## config.mk

```make
export PLATFORM = sky130hd
export DESIGN_NAME = base_crdarb
export DESIGN_NICKNAME = d
export VERILOG_FILES = /design/src/rtl/base_crdarb_pkg.sv /design/src/rtl/base_incdec.sv /design/src/rtl/base_crdarb.sv
export SDC_FILE = /design/constraint.sdc
export NUM_CORES = 1
export LEC_CHECK = 0
export BUFFER_PORTS_ARGS = -buffer_cell sky130_fd_sc_hd__buf_4
export CORE_AREA = 2 2 45 47
export CTS_BUF_LIST = sky130_fd_sc_hd__clkbuf_16
export CTS_CLUSTER_SIZE = 8
export DETAILED_ROUTE_END_ITERATION = 16
export DIE_AREA = 0 0 47 49
export PLACE_DENSITY = 0.69
export SETUP_SLACK_MARGIN = 0.02
export SLEW_MARGIN = 40
export SYNTH_ARGS = -nofsm -noshare
export SYNTH_HDL_FRONTEND = slang
export SYNTH_SLANG_ARGS = --single-unit
```

## constraint.sdc

```tcl
create_clock -name clk -period 3.4 [get_ports clk]
set_input_delay 0.51 -clock clk [delete_from_list [all_inputs] [get_ports clk]]
set_output_delay 0.51 -clock clk [all_outputs]
set_load 0.1 [all_outputs]
```

## src/rtl/base_crdarb_pkg.sv

```systemverilog
// Shared constants and helpers for the base_crdarb credit-gated round-robin arbiter.
package base_crdarb_pkg;

    localparam int DEF_WAYS  = 4;
    localparam int DEF_WIDTH = 6;
    localparam int DEF_RSTV  = 16;

    // Ceiling log2 with a floor of 1 so that index ports are never zero-width.
    function automatic int clog2(input int value);
        int r;
        r = 0;
        while ((1 << r) < value) begin
            r = r + 1;
        end
        if (r < 1) begin
            r = 1;
        end else begin
            r = r;
        end
        return r;
    endfunction

endpackage

```

## src/rtl/base_incdec.sv

```systemverilog
// Up/down credit counter: +1 on inc only, -1 on dec only, hold on both or neither.
module base_incdec #(
    parameter int width = 6,
    parameter int rstv  = 16
) (
    input  logic             clk,
    input  logic             reset,
    input  logic             inc,
    input  logic             dec,
    output logic [width-1:0] cnt
);

    localparam logic [width-1:0] CNT_ONE  = width'(1);
    localparam logic [width-1:0] CNT_INIT = width'(rstv);

    logic [width-1:0] cnt_r;

    // Credit count register; bounds are enforced by the caller.
    always_ff @(posedge clk or negedge reset) begin
        if (!reset) begin
            cnt_r <= CNT_INIT;
        end else if (inc && !dec) begin
            cnt_r <= cnt_r + CNT_ONE;
        end else if (dec && !inc) begin
            cnt_r <= cnt_r - CNT_ONE;
        end else begin
            cnt_r <= cnt_r;
        end
    end

    assign cnt = cnt_r;

endmodule

```

## src/rtl/base_crdarb.sv

```systemverilog
// Credit-gated round-robin arbiter with same-cycle grant and sticky overflow error.
// Optional feature: define BASE_CRDARB_PRIO0_EN to give requester 0 strict priority.
module base_crdarb
    import base_crdarb_pkg::*;
#(
    parameter int ways  = DEF_WAYS,
    parameter int width = DEF_WIDTH,
    parameter int rstv  = DEF_RSTV
) (
    input  logic                     clk,
    input  logic                     reset,
    input  logic [ways-1:0]          i_v,
    output logic [ways-1:0]          o_r,
    input  logic                     i_crd_rtn,
    output logic                     o_gnt_v,
    output logic [clog2(ways)-1:0]   o_gnt_id,
    output logic [width-1:0]         o_crd,
    output logic                     o_zero,
    output logic                     o_err
);

    localparam int IDW = clog2(ways);
    localparam logic [IDW-1:0]   ID_ZERO  = {IDW{1'b0}};
    localparam logic [IDW-1:0]   ID_LAST  = IDW'(ways - 1);
    localparam logic [IDW-1:0]   ID_ONE   = IDW'(1);
    localparam logic [IDW:0]     WAYS_EXT = (IDW+1)'(ways);
    localparam logic [width-1:0] CRD_MAX  = width'(rstv);
    localparam logic [width-1:0] CRD_ZERO = {width{1'b0}};
    localparam logic [ways-1:0]  ONEHOT0  = ways'(1);

    logic [IDW-1:0]   ptr_r;
    logic             err_r;
    logic [width-1:0] crd_s;
    logic             rr_found_s;
    logic [IDW-1:0]   rr_win_s;
    logic [IDW:0]     sum_s;
    logic [IDW-1:0]   cand_s;
    logic [IDW-1:0]   sel_s;
    logic             prio_s;
    logic             grant_s;
    logic             full_s;
    logic             ovf_s;
    logic             inc_s;

    // Round-robin search: first requesting index at or after ptr, wrapping.
    always_comb begin
        rr_found_s = 1'b0;
        rr_win_s   = ID_ZERO;
        sum_s      = {(IDW+1){1'b0}};
        cand_s     = ID_ZERO;
        for (int i = 0; i < ways; i++) begin
            sum_s = {1'b0, ptr_r} + (IDW+1)'(i);
            if (sum_s >= WAYS_EXT) begin
                sum_s = sum_s - WAYS_EXT;
            end else begin
                sum_s = sum_s;
            end
            cand_s = sum_s[IDW-1:0];
            if (!rr_found_s && i_v[cand_s]) begin
                rr_found_s = 1'b1;
                rr_win_s   = cand_s;
            end else begin
                rr_found_s = rr_found_s;
            end
        end
    end

    // Final selection, credit gating and reset masking of the grant.
    always_comb begin
        sel_s   = rr_win_s;
        prio_s  = 1'b0;
`ifdef BASE_CRDARB_PRIO0_EN
        if (i_v[0]) begin
            sel_s  = ID_ZERO;
            prio_s = 1'b1;
        end else begin
            sel_s  = rr_win_s;
        end
`endif
        grant_s = reset && (rr_found_s || prio_s) && (crd_s != CRD_ZERO);
    end

    // A return at full credit with no simultaneous grant is an overflow and is dropped.
    assign full_s = (crd_s == CRD_MAX);
    assign ovf_s  = i_crd_rtn && full_s && !grant_s;
    assign inc_s  = i_crd_rtn && !ovf_s;

    base_incdec #(
        .width (width),
        .rstv  (rstv)
    ) u_incdec (
        .clk   (clk),
        .reset (reset),
        .inc   (inc_s),
        .dec   (grant_s),
        .cnt   (crd_s)
    );

    // Pointer advances past a round-robin winner; priority grants leave it alone.
    always_ff @(posedge clk or negedge reset) begin
        if (!reset) begin
            ptr_r <= ID_ZERO;
        end else if (grant_s && !prio_s) begin
            ptr_r <= (sel_s == ID_LAST) ? ID_ZERO : (sel_s + ID_ONE);
        end else begin
            ptr_r <= ptr_r;
        end
    end

    // Sticky overflow flag, cleared only by reset.
    always_ff @(posedge clk or negedge reset) begin
        if (!reset) begin
            err_r <= 1'b0;
        end else if (ovf_s) begin
            err_r <= 1'b1;
        end else begin
            err_r <= err_r;
        end
    end

    assign o_r      = grant_s ? (ONEHOT0 << sel_s) : {ways{1'b0}};
    assign o_gnt_v  = grant_s;
    assign o_gnt_id = grant_s ? sel_s : ID_ZERO;
    assign o_crd    = crd_s;
    assign o_zero   = (crd_s == CRD_ZERO);
    assign o_err    = err_r;

endmodule

```

Yosys cells after proc, flatten, opt, wreduce, memory -nomap -nowiden --
Index checks and enable logic that the tools add are counted.
Storage, ports and cells: register bits after elaboration 9, latch bits 0, RAM bits 0, memory bits (read-only) 0, output and inout port bits 15, logic and storage cells 68, memories kept 0
Cells by class: $add $sub $neg 10, multipliers 0, div/mod/pow operators 0, order comparisons 8, eq/ne operators 2, shifts and indexed selects 1, multiplexer cells 25, bitwise logic cells 0, reduce and logical (&&, ||, !) cells 19
Operator list (count):
- 2-bit two-way mux | 10
- 2-bit by 3-bit < comparator with 1-bit output (second input constant) | 4
- 6-bit two-way mux | 2
- 1-bit logical AND | 10
- 3-bit >= comparator (second input constant) | 3
- 1-bit binary-select mux with 2-bit select | 4
- 1-bit two-way mux | 8
- 2-bit by 1-bit subtractor with 2-bit output (second input constant) | 4
- 2-bit by 2-bit adder with 3-bit output (second input constant) | 2
- 6-bit by 1-bit adder with 6-bit output (second input constant) | 1
- 6-bit by 5-bit equality test with 1-bit output (second input constant) | 1
- 1-bit zero test | 6
- 6-bit zero test | 1
- 6-bit nonzero test | 1
- 6-bit by 1-bit subtractor with 6-bit output (second input constant) | 1
- 4-bit two-way mux | 1
- 1-bit by 2-bit left shift with 4-bit output (first input constant) | 1
- 2-bit by 1-bit adder with 3-bit output (second input constant) | 1
- 2-bit by 3-bit >= comparator with 1-bit output (second input constant) | 1
- 2-bit by 1-bit adder with 2-bit output (second input constant) | 1
- 2-bit equality test (second input constant) | 1
- 2-bit nonzero test | 1

Logic depth before layout (Yosys ltp) --
depth after elaboration 24, gate-level depth with buffers 11, depth with buffers taken out 11

By module --
From an unflattened synthesis, not the netlist that was laid out.
Unflattened totals: cell total of the unflattened synthesis 83, area, all modules 823.3 um2
Modules (own cells, without submodules):
- base_incdec | times used 1, cells each 43, area each 459.2 um2, sequential area each 151.4 um2
- base_crdarb | times used 1, cells each 40, area each 364.1 um2, sequential area each 75.1 um2

Least setup slack after synthesis --
Ideal clock, no wire load.
kind reg2out, start reg u_incdec.cnt_r[0] (netlist: u_incdec.cnt[0]), end out o_gnt_id[1], arrival 4.272 ns, data required time 2.890 ns, path slack -1.382 ns, stages on the path, launching flop included 6, path buffers 0, cells stage by stage dfrtp_1 > or4_4 > nor2_4 > nor2_4 > clkinv_8 > nor3_1
Between the ends: cells in the longest elaborated chain, start to end 3
RTL lines:
- start: declaration | RTL line base_incdec.sv:16 | logic [width-1:0] cnt_r;
- start signal: assignment | RTL line base_incdec.sv:23 | cnt_r <= cnt_r + CNT_ONE;
- start signal: assignment | RTL line base_incdec.sv:25 | cnt_r <= cnt_r - CNT_ONE;
- start signal: assignment | RTL line base_incdec.sv:27 | cnt_r <= cnt_r;
- 6-bit nonzero test | RTL line base_crdarb.sv:80 | grant_s = reset && (rr_found_s || prio_s) && (crd_s != CRD_ZERO);
- 1-bit logical AND | RTL line base_crdarb.sv:80
- net o_gnt_v | RTL line base_crdarb.sv:15 | output logic o_gnt_v,
- 2-bit two-way mux | RTL line base_crdarb.sv:123 | assign o_gnt_id = grant_s ? sel_s : ID_ZERO;
- end: declaration | RTL line base_crdarb.sv:16 | output logic [clog2(ways)-1:0] o_gnt_id,
The timed path passes the listed nets, and every way through them passes these cells.

Final worst setup path --
start reg u_incdec.cnt_r[0] (netlist: u_incdec.cnt[0]), end reg u_incdec.cnt_r[5] (netlist: u_incdec.cnt[5])
Between the ends: cells in the longest elaborated chain, start to end 9
RTL lines:
- parallel branches: the longest is 9 deep, another holds 6-bit by 1-bit subtractor with 6-bit output
Several ways; the timed one is not identified. The select of a mux whose other input is x is not followed. A chain may end at the register's enable or synchronous reset.

==> run summary <==
## Outcome
* complete, no violations — outcome

## Run
* 0 — max-capacitance violation count

## Synth
* 33 — number of distinct standard cells referenced by the synthesized netlist
* sky130_fd_sc_hd__dfrtp_1 25%, sky130_fd_sc_hd__ha_1 14%, sky130_fd_sc_hd__a21o_1 3.8% — main area contributors after synthesis
* sky130_fd_sc_hd__dfrtp_1 — dominant synthesized flop cell
* 0 — Post-synth EDFFs
* 80 — number of standard cells after synthesis
* 0.253 — portion of synthesized cell area occupied by the leading cell type
* 9.88 µm² — Post-Synthesis Mean Instance Area
* 1.00 — async set-reset flop share out of synthesis
* sky130_fd_sc_hd__dfrtp_1 — dominant cell type by area after synthesis
* 97 — net count after synthesis
* 9 — number of register bits inferred by synthesis
* 791 µm² — post-synthesis cell area
* 0 — Ys Warns
* 0.286 — portion of the post-synthesis area used by sequential elements

## Setup path
* flop — sort of element at the end of the critical path
* 3550 ps — required arrival time at the worst endpoint
* flop to flop — Worst Path Class, Setup
* u_incdec.cnt[0] — Crit. Startpoint
* flop — CP startpoint kind
* 6 — largest fanout of any net on the critical path
* 630 ps — minimum setup slack among reg-to-reg paths
* u_incdec.cnt[5] — capture instance of the worst register-to-register path
* 10 — worst r2r path cells
* 2930 ps — endpoint arrival time on the critical path
* u_incdec.cnt[0] — reg-to-reg startpoint

## STA
* 0.816 — share of the cycle needed by the critical path after routing
* 0 — Final Setup Violations
* 0 — number of hold violations in the final report
* 495 ps — actual slew at the worst max-slew pin
* 0.668 — tightest slew margin relative to the limit
* no — setup repair after global routing missed its margin
* 0.360 GHz — Peak Freq
* 2.23 ps — final setup skew
* 2770 ps — time the worst path needs with I/O delays and setup
* 0 — Slew Limit Fails

## Global routing
* 11 — pin count of the biggest net entering global routing
* 0 — remaining global-route overflow
* 619 — via count of the first global-routing pass
* 0.163 — total track usage
* 2790 µm — wire length of the first global-routing pass
* 0 — antenna violations before repair

## Drt
* 13.2 µm — average wire per cell in the routed design
* 5.01 — via/cell ratio
* 10 — initial DRC count
* 0 — number of design rule violations left after detail routing
* 656 — total number of vias
* 1730 µm — total length of routed wires
* 0 — number of routed nets with antenna violations
* 4 — number of search-and-repair iterations in the first detailed-routing pass

## Cells and area
* 122 — Post-layout nets
* 131 — final standard cell count with taps included and fillers excluded
* 0.442 — share of layout cells above drive strength 1
* 172 — fillers
* 568 µm² — total area of multi-input combinational cells
* 0.603 — utilization of the core after routing
* 0 — final antenna diode count
* 40.3% — Area Growth Syn to Fin
* 238 µm² — Storage cell area

## Die
* 0.429 — initial cell density of the core
* 22 — Ports
* 16 — std cell rows
* 47 µm — Die Span X
* 0.00184 mm² — Core Region
* 0.00230 mm² — Total Die Area
* 49 µm — y dimension of the die

## Clock network
* 40 ps — Reg clk slew, reported paths
* built — CTS tree
* 9 — sink count of the clock tree
* 3 — cts bufs inserted
* 1 — number of H-tree levels
* 230 ps — clock latency of the later-clocked register in the worst-skew pair
* 0 — number of buffers inserted by post-CTS setup repair
* 0 — quantity of gates resized following cts
* 0 — hold buffer count at cts
* sky130_fd_sc_hd__clkbuf_16 — cell at the root of the clock tree
* 2 — Clock Path Buffers

## Placed design
* 0.762 — weighted congestion reported at the end of routability-driven placement
* 1360 µm — half-perimeter wire length after detailed placement
* 21 — number of buffers added on ports
* 127 — number of cells in the design after placement

## Worst hold path
* primary input to async pin — path type of the worst min-delay path

[metrics by stage]
step / setup WS [ps] / hold WS [ps] / area (µm²) / TNS [ps]
after floorplan: -33.4 / 214 / 843 / -45.6
after global placement: 653 / 352 / 1030 / 0
after detailed placement: 634 / 355 / 1030 / 0
after CTS: 626 / 110 / 1110 / 0
after global routing: 508 / 113 / 1110 / 0
final: 626 / 105 / 1110 / 0
[sequential cells by signal (all words and copies together), names as in the netlist]
signal,flops
o_err,1
u_incdec.cnt,6
ptr_r,2
[layer usage]
| metal | track usage | part of all wire |
|---|---|---|
| met4 | 0.0278 | 0 |
| met5 | 0 | 0 |
| met2 | 0.267 | 0.49 |
| met1 | 0.222 | 0.47 |
| met3 | 0.0296 | 0.035 |
[cell type report]
cell class              instances  share of cell area
clock buffers                   3              0.0676
flip-flops and latches          9               0.214
well taps                      27              0.0304
inverters                       5              0.0304
multi-input cells              65               0.512
clock inverters                 1             0.00338
repair buffers                 21               0.142
[critical path, stage by stage, from the launching register on]
cell and delay [ps]:
sky130_fd_sc_hd__dfrtp_4 510, sky130_fd_sc_hd__or4_4 570, sky130_fd_sc_hd__nor2_1 150, sky130_fd_sc_hd__a31oi_1 160, sky130_fd_sc_hd__ha_4 220, sky130_fd_sc_hd__inv_4 80
sky130_fd_sc_hd__ha_4 210, sky130_fd_sc_hd__or3_1 330, sky130_fd_sc_hd__a21o_1 160, sky130_fd_sc_hd__mux2i_1 160, sky130_fd_sc_hd__xor2_1 150
[cells in the final DEF, fill, tap and decap left out, drive strengths merged]
cell type | synthesis | final
buf | 0 | 21
ha | 9 | 9
dfrtp | 8 | 8
nand2 | 7 | 7
nor2 | 7 | 7
o21ai | 6 | 6
inv | 4 | 5
a21o | 4 | 4
and2 | 4 | 4
nand2b | 3 | 3
xnor2 | 3 | 3
xor2 | 3 | 3
clkbuf | 1 | 3
mux2i | 2 | 2
a211oi | 2 | 2
a21oi | 2 | 2
o211ai | 1 | 1
nor3b | 1 | 1
or4 | 1 | 1
or2 | 1 | 1
o41ai | 1 | 1
clkinv | 1 | 1
a31oi | 1 | 1
nor3 | 1 | 1
a41o | 1 | 1
or3 | 1 | 1
o21bai | 1 | 1
mux2 | 1 | 1
o31ai | 1 | 1
fa | 1 | 1
dfstp | 1 | 1
[how the worst max path moves through the flow]
stage	endpoint	cells past startpoint	slack [ps]
floorplan	u_incdec.cnt[5]	11	-30
global placement	u_incdec.cnt[5]	10	650
detailed placement	u_incdec.cnt[5]	10	630
CTS	u_incdec.cnt[5]	10	630
global route	u_incdec.cnt[5]	10	510
finish	u_incdec.cnt[5]	10	630
[cell families after synthesis]
logic type               share of synthesized area
adder cells (fa/ha/maj)                      0.168
buffers and inverters                       0.0443
AO/OA/AOI/OAI                                0.203
multiplexers                                0.0396
AND/OR/NAND/NOR                              0.193
XOR/XNOR                                    0.0665
flip-flops                                   0.286
[synth_stat cells, types with 2 or more instances]
library cell	n
sky130_fd_sc_hd__ha_1	9
sky130_fd_sc_hd__dfrtp_1	8
sky130_fd_sc_hd__nand2_1	5
sky130_fd_sc_hd__nor2_1	5
sky130_fd_sc_hd__o21ai_0	5
sky130_fd_sc_hd__a21o_1	4
sky130_fd_sc_hd__and2_1	4
sky130_fd_sc_hd__inv_1	4
sky130_fd_sc_hd__nand2b_1	3
sky130_fd_sc_hd__xnor2_1	3
sky130_fd_sc_hd__xor2_1	3
sky130_fd_sc_hd__a211oi_1	2
sky130_fd_sc_hd__a21oi_1	2
sky130_fd_sc_hd__mux2i_1	2
sky130_fd_sc_hd__nand2_2	2
sky130_fd_sc_hd__nor2_4	2
Power is not shown: default switching activity piles up to over one toggle a cycle in this logic, so the estimate is an artifact.
